===== src/rtl/arb_pkg.sv =====
// Shared types and helpers for the round-robin request/grant arbiter.
// rr_pick is a loop-based reference for the same pick that rr_pick_comb builds structurally.
package arb_pkg;

    localparam int DEFAULT_N_REQ    = 4;
    localparam int DEFAULT_MAX_HOLD = 8;
    localparam int PICK_MAX_N       = 16;

    typedef enum logic {
        IDLE  = 1'b0,
        GRANT = 1'b1
    } arb_state_e;

    typedef struct packed {
        logic       found;
        logic [3:0] idx;
    } pick_t;

    // First set bit of req scanning ptr, ptr+1, ... cyclically over n requesters.
    function automatic pick_t rr_pick(input logic [PICK_MAX_N-1:0] req,
                                      input logic [3:0]            ptr,
                                      input int                    n);
        pick_t res;
        int    i;
        res = '0;
        for (int k = PICK_MAX_N - 1; k >= 0; k--) begin
            if (k < n) begin
                i = (int'(ptr) + k) % n;
                if (req[4'(i)]) begin
                    res.found = 1'b1;
                    res.idx   = 4'(i);
                end
            end
        end
        return res;
    endfunction

endpackage


===== src/rtl/rr_pick_comb.sv =====
// Combinational round-robin pick: rotate req so ptr sits at bit 0,
// priority-encode the lowest set bit, then rotate the index back.
module rr_pick_comb #(
    parameter int N_REQ = 4,
    parameter int ID_W  = $clog2(N_REQ)
) (
    input  logic [N_REQ-1:0] req,
    input  logic [ID_W-1:0]  ptr,
    output logic             found,
    output logic [ID_W-1:0]  idx
);

    localparam int            SUM_W = ID_W + 1;
    localparam logic [ID_W:0] N_L   = SUM_W'(N_REQ);

    logic [N_REQ-1:0] rot;
    logic [ID_W-1:0]  off;
    logic [ID_W:0]    sum;

    always_comb begin
        rot = N_REQ'({req, req} >> ptr);
        off = '0;
        for (int j = N_REQ - 1; j >= 0; j--) begin
            if (rot[j]) begin
                off = ID_W'(j);
            end
        end
        sum = {1'b0, ptr} + {1'b0, off};
        if (sum >= N_L) begin
            sum = sum - N_L;
        end
        idx   = sum[ID_W-1:0];
        found = |req;
    end

endmodule


===== src/rtl/rr_req_gnt_arbiter.sv =====
// Round-robin arbiter with bounded grant tenure: a holder keeps the resource while
// its req stays high, and is preempted after MAX_HOLD cycles only if someone else waits.
module rr_req_gnt_arbiter
    import arb_pkg::*;
#(
    parameter int N_REQ    = DEFAULT_N_REQ,
    parameter int MAX_HOLD = DEFAULT_MAX_HOLD,
    parameter int ID_W     = $clog2(N_REQ),
    parameter int CNT_W    = $clog2(MAX_HOLD + 1)
) (
    input  logic             clk,
    input  logic             rst,
    input  logic [N_REQ-1:0] req,
    output logic [N_REQ-1:0] gnt,
    output logic             gnt_valid,
    output logic [ID_W-1:0]  gnt_id,
    output logic [CNT_W-1:0] hold_cnt
);

    localparam logic [CNT_W-1:0] MAX_CNT = CNT_W'(MAX_HOLD);
    localparam logic [ID_W-1:0]  LAST_ID = ID_W'(N_REQ - 1);

    arb_state_e       state_q, state_d;
    logic [N_REQ-1:0] gnt_q, gnt_d;
    logic             gnt_valid_q, gnt_valid_d;
    logic [ID_W-1:0]  gnt_id_q, gnt_id_d;
    logic [CNT_W-1:0] hold_cnt_q, hold_cnt_d;
    logic [ID_W-1:0]  ptr_q, ptr_d;

    logic [ID_W-1:0]  next_ptr;
    logic [ID_W-1:0]  pick_ptr;
    logic             pick_found;
    logic [ID_W-1:0]  pick_idx;
    logic             holder_req;
    logic             others_req;

    // While granted, every hand-off scans from just past the holder; the holder's own
    // bit is either low (release) or reached last, so the same pick serves both paths.
    assign next_ptr   = (gnt_id_q == LAST_ID) ? '0 : gnt_id_q + 1'b1;
    assign pick_ptr   = (state_q == GRANT) ? next_ptr : ptr_q;
    assign holder_req = |(req & gnt_q);
    assign others_req = |(req & ~gnt_q);

    rr_pick_comb #(
        .N_REQ (N_REQ),
        .ID_W  (ID_W)
    ) u_pick (
        .req   (req),
        .ptr   (pick_ptr),
        .found (pick_found),
        .idx   (pick_idx)
    );

    always_comb begin
        state_d     = state_q;
        gnt_d       = gnt_q;
        gnt_valid_d = gnt_valid_q;
        gnt_id_d    = gnt_id_q;
        hold_cnt_d  = hold_cnt_q;
        ptr_d       = ptr_q;

        case (state_q)
            IDLE: begin
                if (pick_found) begin
                    state_d     = GRANT;
                    gnt_d       = N_REQ'(1) << pick_idx;
                    gnt_valid_d = 1'b1;
                    gnt_id_d    = pick_idx;
                    hold_cnt_d  = CNT_W'(1);
                end
            end
            GRANT: begin
                if (!holder_req) begin
                    ptr_d = next_ptr;
                    if (pick_found) begin
                        gnt_d      = N_REQ'(1) << pick_idx;
                        gnt_id_d   = pick_idx;
                        hold_cnt_d = CNT_W'(1);
                    end else begin
                        state_d     = IDLE;
                        gnt_d       = '0;
                        gnt_valid_d = 1'b0;
                        gnt_id_d    = '0;
                        hold_cnt_d  = '0;
                    end
                end else if ((hold_cnt_q == MAX_CNT) && others_req) begin
                    ptr_d      = next_ptr;
                    gnt_d      = N_REQ'(1) << pick_idx;
                    gnt_id_d   = pick_idx;
                    hold_cnt_d = CNT_W'(1);
                end else if (hold_cnt_q != MAX_CNT) begin
                    hold_cnt_d = hold_cnt_q + 1'b1;
                end
            end
            default: begin
                state_d = IDLE;
            end
        endcase
    end

    always_ff @(posedge clk) begin
        if (rst) begin
            state_q     <= IDLE;
            gnt_q       <= '0;
            gnt_valid_q <= 1'b0;
            gnt_id_q    <= '0;
            hold_cnt_q  <= '0;
            ptr_q       <= '0;
        end else begin
            state_q     <= state_d;
            gnt_q       <= gnt_d;
            gnt_valid_q <= gnt_valid_d;
            gnt_id_q    <= gnt_id_d;
            hold_cnt_q  <= hold_cnt_d;
            ptr_q       <= ptr_d;
        end
    end

    assign gnt       = gnt_q;
    assign gnt_valid = gnt_valid_q;
    assign gnt_id    = gnt_id_q;
    assign hold_cnt  = hold_cnt_q;

    // An idle arbiter seeing any request must grant on the next cycle.
    a_idle_grants: assert property (@(posedge clk) disable iff (rst)
        (state_q == IDLE && req != '0) |=> gnt_valid_q);

    a_gnt_onehot0: assert property (@(posedge clk) disable iff (rst) $onehot0(gnt_q));

endmodule


===== config.mk =====
export PLATFORM = sky130hd
export DESIGN_NAME = rr_req_gnt_arbiter
export DESIGN_NICKNAME = d
export VERILOG_FILES = /design/src/rtl/arb_pkg.sv /design/src/rtl/rr_pick_comb.sv /design/src/rtl/rr_req_gnt_arbiter.sv
export SDC_FILE = /design/constraint.sdc
export NUM_CORES = 1
export LEC_CHECK = 0
export CAP_MARGIN = 5
export CORE_ASPECT_RATIO = 1.1
export CORE_MARGIN = 4
export CORE_UTILIZATION = 53
export CTS_CLUSTER_DIAMETER = 80
export DETAILED_ROUTE_END_ITERATION = 6
export PLACE_DENSITY = 0.86
export SLEW_MARGIN = 30
export SYNTH_ARGS = -nofsm -noshare
export SYNTH_HDL_FRONTEND = slang
export SYNTH_SLANG_ARGS = --single-unit

===== constraint.sdc =====
create_clock -name clk -period 3 [get_ports clk]
set_clock_uncertainty 0.05 [all_clocks]
set_input_delay 0.6 -clock clk [delete_from_list [all_inputs] [get_ports clk]]
set_output_delay 0.6 -clock clk [all_outputs]
set_load 0.005 [all_outputs]

Word level (Yosys, flattened, before mapping)
Cells that the tools add are included.
{ "totals": {"reg_bits": 14, "output_inout_bits": 11} }
{ "classes": {"n_addsub": 4, "order_cmp": 1, "eq_ne": 9, "shifts": 2, "muxes": 32, "bitwise": 4, "n_reduce_logical": 8} }
{ "op_table": {"columns": ["operator", "count"], "rows": [
  ["two-way mux 4 bit", 8],
  ["two-way mux 2 bit", 13],
  ["case mux 4 bit (2 select lines)", 2],
  ["OR reduction 4 bit", 3],
  ["AND 4 bit", 2],
  [">> shifter 8 x 2 -> 4 bit", 1],
  ["two-way mux 1 bit", 6],
  ["inequality test 2 bit, second input constant", 3],
  ["AND reduction 2 bit", 3],
  ["adder 4 x 1 -> 4 bit, second input constant", 1],
  ["== test 4 bit, second input constant", 1],
  ["inequality test 4 x 2 -> 1 bit, second input constant", 1],
  ["inequality test 4 bit, second input constant", 1],
  ["NOT 4 bit", 1],
  ["case mux 1 bit (2 select lines)", 2],
  ["case mux 2 bit (2 select lines)", 1],
  ["left shift 1 x 2 -> 4 bit, first input constant", 1],
  ["adder 2 x 2 -> 3 bit", 1],
  ["greater-or-equal comparator 3 bit, second input constant", 1],
  ["inequality test 3 x 2 -> 1 bit, second input constant", 1],
  ["AND reduction 3 bit", 1],
  ["adder 2 x 1 -> 2 bit, second input constant", 1],
  ["== test 2 bit, second input constant", 1],
  ["inequality test 2 x 1 -> 1 bit, second input constant", 1],
  ["other kinds (3)", 3]
]} }

Longest topological paths before layout
{ "logic_depth": {"depth_word": 15, "depth_mapped": 12, "mapped_depth_nobuf": 12} }

By module
A second synthesis with hierarchy kept.
{ "unflattened": {"cells_unflattened": 122, "area_unflattened_um2": 1052.3} }
{ "modules_own_cells": {"columns": ["module", "n_inst", "cells_per_inst", "area_each_um2", "seq_area_each_um2"], "rows": [
  ["rr_req_gnt_arbiter", 1, 95, 873.3, 280.3],
  ["rr_pick_comb", 1, 27, 178.9, 0.0]
]} }

Least setup slack after synthesis
OpenSTA, ideal clock, no wires.
{ "synth_timing": {"path_type": "register to register", "start": "register gnt_id_q[0] (netlist: gnt_id[0])", "end": "register gnt_q[0] (netlist: gnt[0])", "setup_time_ps": 62, "arrival_time_ps": 2611, "slack_ps": 277, "stages_incl_launch_ff": 12, "cell_sequence": "dfxtp_1 > ha_1 > mux2_2 > nand2_1 > a21oi_1 > o211ai_1 > o21a_1 > ha_1 > or3_1 > a2111oi_0 > o21ai_1 > nand3_1"} }
{ "synth_between": {"elab_chain_len": 15, "word_cells_on_any_way": 19, "classes_between": "3 x add/sub; 1 x order compare; 1 x eq/ne; 2 x shift; 12 x mux"} }
{ "synth_rtl": {"columns": ["item", "line", "text"], "rows": [
  ["start, declared", "rr_req_gnt_arbiter.sv:26", "logic [ID_W-1:0] gnt_id_q, gnt_id_d;"],
  ["start signal, assigned", "rr_req_gnt_arbiter.sv:113", "gnt_id_q <= gnt_id_d;"],
  ["adder 2 x 1 -> 2 bit or == test 2 bit (tied branches)", "rr_req_gnt_arbiter.sv:39", "assign next_ptr = (gnt_id_q == LAST_ID) ? '0 : gnt_id_q + 1'b1;"],
  ["two-way mux 2 bit *", "rr_req_gnt_arbiter.sv:39", null],
  ["named net next_ptr[1]", "rr_req_gnt_arbiter.sv:30", "logic [ID_W-1:0] next_ptr;"],
  ["two-way mux 2 bit *", "rr_req_gnt_arbiter.sv:40", "assign pick_ptr = (state_q == GRANT) ? next_ptr : ptr_q;"],
  [">> shifter 8 x 2 -> 4 bit", "rr_pick_comb.sv:21", "rot = N_REQ'({req, req} >> ptr);"],
  ["two-way mux 2 bit (4 in series)", "rr_pick_comb.sv:24", "if (rot[j]) begin"],
  ["adder 2 x 2 -> 3 bit *", "rr_pick_comb.sv:28", "sum = {1'b0, ptr} + {1'b0, off};"],
  ["greater-or-equal comparator 3 bit or subtractor 2 x 1 -> 2 bit (tied branches)", "rr_pick_comb.sv:29, rr_pick_comb.sv:30", null],
  ["two-way mux 2 bit *", "rr_pick_comb.sv:29", "if (sum >= N_L) begin"],
  ["left shift 1 x 2 -> 4 bit *", "rr_req_gnt_arbiter.sv:66, rr_req_gnt_arbiter.sv:76, rr_req_gnt_arbiter.sv:88", null],
  ["two-way mux 4 bit (on tied branches)", "rr_req_gnt_arbiter.sv:75, rr_req_gnt_arbiter.sv:86", null],
  ["two-way mux 4 bit", "rr_req_gnt_arbiter.sv:73", "if (!holder_req) begin"],
  ["case mux 4 bit (2 select lines) *", "rr_req_gnt_arbiter.sv:62", "case (state_q)"],
  ["end signal, assigned", "rr_req_gnt_arbiter.sv:111", "gnt_q <= gnt_d;"],
  ["end, declared", "rr_req_gnt_arbiter.sv:24", "logic [N_REQ-1:0] gnt_q, gnt_d;"]
]} }
Mark *: on every way through the listed nets, which the timed path passes. The rest lies on a longest branch. The select of a mux whose other input is x is not followed.
A chain may end at the register's enable or synchronous reset.

Worst setup path in the final report
{ "layout_timing": {"start": "input req[3]", "end": "register gnt_q[0] (netlist: gnt[0])"} }
{ "layout_between": {"elab_chain_len": 12, "word_cells_on_any_way": 24, "classes_between": "2 x add/sub; 1 x order compare; 2 x eq/ne; 2 x shift; 10 x mux; 2 x bitwise; 5 x reduce/logical"} }
{ "layout_rtl": {"columns": ["item", "line", "text"], "rows": [
  ["start, declared", "rr_req_gnt_arbiter.sv:13", "input logic [N_REQ-1:0] req,"],
  [">> shifter 8 x 2 -> 4 bit", "rr_pick_comb.sv:21", null],
  ["two-way mux 2 bit (4 in series)", "rr_pick_comb.sv:24", null],
  ["adder 2 x 2 -> 3 bit", "rr_pick_comb.sv:28", null],
  ["greater-or-equal comparator 3 bit or subtractor 2 x 1 -> 2 bit (tied branches)", "rr_pick_comb.sv:29, rr_pick_comb.sv:30", null],
  ["two-way mux 2 bit", "rr_pick_comb.sv:29", null],
  ["left shift 1 x 2 -> 4 bit", "rr_req_gnt_arbiter.sv:66, rr_req_gnt_arbiter.sv:76, rr_req_gnt_arbiter.sv:88", null],
  ["two-way mux 4 bit (on tied branches)", "rr_req_gnt_arbiter.sv:75, rr_req_gnt_arbiter.sv:86", null],
  ["two-way mux 4 bit", "rr_req_gnt_arbiter.sv:73", null],
  ["case mux 4 bit (2 select lines)", "rr_req_gnt_arbiter.sv:62", null]
]} }
Parallel ways exist; a longest one is shown, timed or not. The select of a mux whose other input is x is not followed.

==> impl_metrics.toml <==
[pwr]
power_frac_comb = 0.600
ir_worst_vdd_mv = 0.499
power_frac_clock = 0.138
total_power_mw = 1.06
p_per_area_nw_per_um2 = 734
p_int_mw = 0.615
p_switching_mw = 0.442
swShare = 0.418
seq_power_share = 0.262
p_leak_nw = 0.535

[sta]
grt_setup_unrepaired = "no"
setup_viol = 0
hold_slack_ns = 0.447
drv_slew = 0
slew_headroom = 0.584
period_share = 0.954
worstMarginPinSlew_ns = 0.622
fmax_mhz = 349
min_period_ns = 2.86
finalHoldViolCount = 0
setup_tns_ns = 0

[logic_synthesis]
synthSimpleGateAreaFrac = 0.283
yosysWarnings = 0
syn_nets = 143
syn_area_per_cell_um2 = 8.57
synth-xor-area-share = 0.0231
yosys-top-cells-area = "dfxtp_1 (25%), nand3_1 (6.6%), ha_1 (4.4%), nor2b_1 (3.8%), nor2_1 (3.6%)"
synth.most_common_cell = "nand3_1"
synth_common_cells = "nand3_1 (15), dfxtp_1 (14), nor2_1 (11), nand2_1 (10)"
synth-seq-cells = 14
postSynthCellCount = 133
synth_flop_cell = "dfxtp_1"
synthAdderAreaFrac = 0.0439
synth_top_area_share = 0.246
synthMuxAreaShare = 0.0450
synth_edf_count = 0
synth_area_leader_cell = "dfxtp_1"
synth_top_family_by_area = "compound AO/OA/AOI/OAI gates"
yosysSeqAreaShare = 0.246
synth_compound_area_frac = 0.289
synth_area_um2 = 1140
synth.distinct_cells = 51
synthArstFlopShare = 0

[final_layout]
nets = 169
final_layout_size_suffix_gt1_frac = 0.228
final_util = 0.713
syn2layout_area_growth_pct = 26.3
nFillCells = 162
num_antenna_cells = 0
final_cells = 186

[clocking]
cts_buffers = 3
root_buffer = "clkbuf_4"
cts_tree = "yes"
clk_latency_ns = 0.30
cts_sinks = 14
htreeDepth = 1
post_cts_buffers = 0
clock_tree.buffer_depth = 2
cts.reportedPaths.clkPinSlew_ns = 0.09

[job]
maxCapViolCount = 0

[critical_path]
crit_arrival_ns = 3.05
crit_buf_inv = 1
cp_cell_sequence = "clkdlybuf4s50_1 > nor2b_1 > a21oi_1 > o22ai_1 > o21a_1 > ha_1 > or3_1 > a2111oi_2 > o21ai_1 > nand3_1"
slowest_stage = "clkdlybuf4s50_1"
setup.worst_path.start = "req[3]"
start_kind = "input pin"
crit_family = "compound AO/OA/AOI/OAI gates"
r2r-start = "gnt_id[1]"
critPathKind = "input pin to flip-flop"
cp_data_required_time_ns = 3.19
cpPeakStageDelay_ns = 0.50
critPathCaptureType = "flip-flop"
crit_fanout = 6
reg2reg_slack_ns = 0.14

[floorplan]
die_x_um = 52.2
die_h_um = 56.6
rows = 17
start_util = 0.564
dieArea_um2 = 2960
ios = 17
core_um2 = 2020

[grt]
grt_max_degree = 10
grt_pass1_wl_mm = 5.20
grt_pass1_vias = 1112
grt_antenna_before_repair = 0
grtUsageTotal = 0.230
gr-total-overflow = 0

[place]
gp_congestion = 0.869
dpl.hpwl_mm = 2.35
portBuffers = 16
dpl.cell_count = 182

[detailed_routing]
wl_mm = 3.05
vias = 1116
drc_errors = 0
via_per_inst = 6.00
drt_iter0_markers = 38
wl_per_cell_um = 16.4
ant_nets = 0
drt_first_pass_iters = 4

[min_path]
min-delay-start = "gnt_valid"
worst_hold_path_type = "flip-flop to flip-flop"

[status]
status = "finished, final reports clean"
## registers in the layout (all words and copies together), names as in the netlist
signal / flops
ptr_q: 2
state_q: 1
gnt_id: 2
hold_cnt: 4
gnt: 4
gnt_valid: 1
## per-layer routing
layer / global-route usage / share of wire
met1: 0.311 / 0.44
met5: 0 / 0
met3: 0.0186 / 0.046
met4: 0.0876 / 0.022
met2: 0.375 / 0.49
## cell families after synthesis
family	after synthesis
AO/OA/AOI/OAI	37
XOR/XNOR	3
adder cells (fa/ha/maj)	4
buffers and inverters	13
flip-flops	14
multiplexers	5
AND/OR/NAND/NOR	57
## what timing repair did
item,4_1_cts,5_1_grt
pin swaps,0,0
resized for setup,1,7
hold buffers,0,0
hold endpoints to repair,0,0
setup endpoints to repair,2,4
## worst paths after layout
kind | end | depth (start not counted)
worst max-delay path | gnt[0] | 10
worst min-delay path | gnt_valid | 2
worst max register to register | gnt[0] | 11
worst min register to register | gnt_valid | 2
## worst reg2reg max path, delay by kind of cell, from the launching register on
kind / cells / cell delay, ns
AO/OA/AOI/OAI: 4 / 0.72
AND/OR/NAND/NOR: 3 / 0.66
adder cells (fa/ha/maj): 2 / 0.59
multiplexers: 1 / 0.32
buffers and inverters: 1 / 0.11
flip-flops: 1 / 0.34
## area by class of cell
cell class / count / area (um2) / area share
Clock buffer: 4 / 36.3 / 0.0252
Inverter: 5 / 18.8 / 0.0130
Multi-Input combinational cell: 106 / 812 / 0.564
Sequential cell: 14 / 280 / 0.195
Tap cell: 28 / 35.0 / 0.0243
Timing Repair Buffer: 29 / 258 / 0.179
## placed cells by master, fill, tap and decap left out, types with 2 or more instances in the layout
cell type,count
clkdlybuf4s50_1,16
nand3_1,15
dfxtp_1,14
buf_4,13
nor2_1,11
nand2_1,10
nor2b_1,7
a21oi_1,7
inv_1,5
mux2i_1,4
o21ai_1,4
ha_1,4
xnor2_1,3
clkbuf_4,3
o21a_1,2
o21ai_0,2
a2111oi_2,2
## per-stage QoR
step	setup WS, ns	area, um2
2_1_floorplan	0.277	1140
3_3_place_gp	-0.0594	1370
3_5_place_dp	-0.320	1370
4_1_cts	0.0351	1410
5_1_grt	0.0156	1440
6_report	0.137	1440
## power by group through the flow
stage / sequential [mW] / combinational (mW) / clock (mW)
after floorplan: 0.278 / 0.372 / 0
after global placement: 0.276 / 0.558 / 0
after detailed placement: 0.280 / 0.578 / 0
after CTS: 0.276 / 0.586 / 0.148
after global routing: 0.284 / 0.701 / 0.155
final: 0.277 / 0.634 / 0.146
Note: power is estimated with default switching activity, not from simulation.
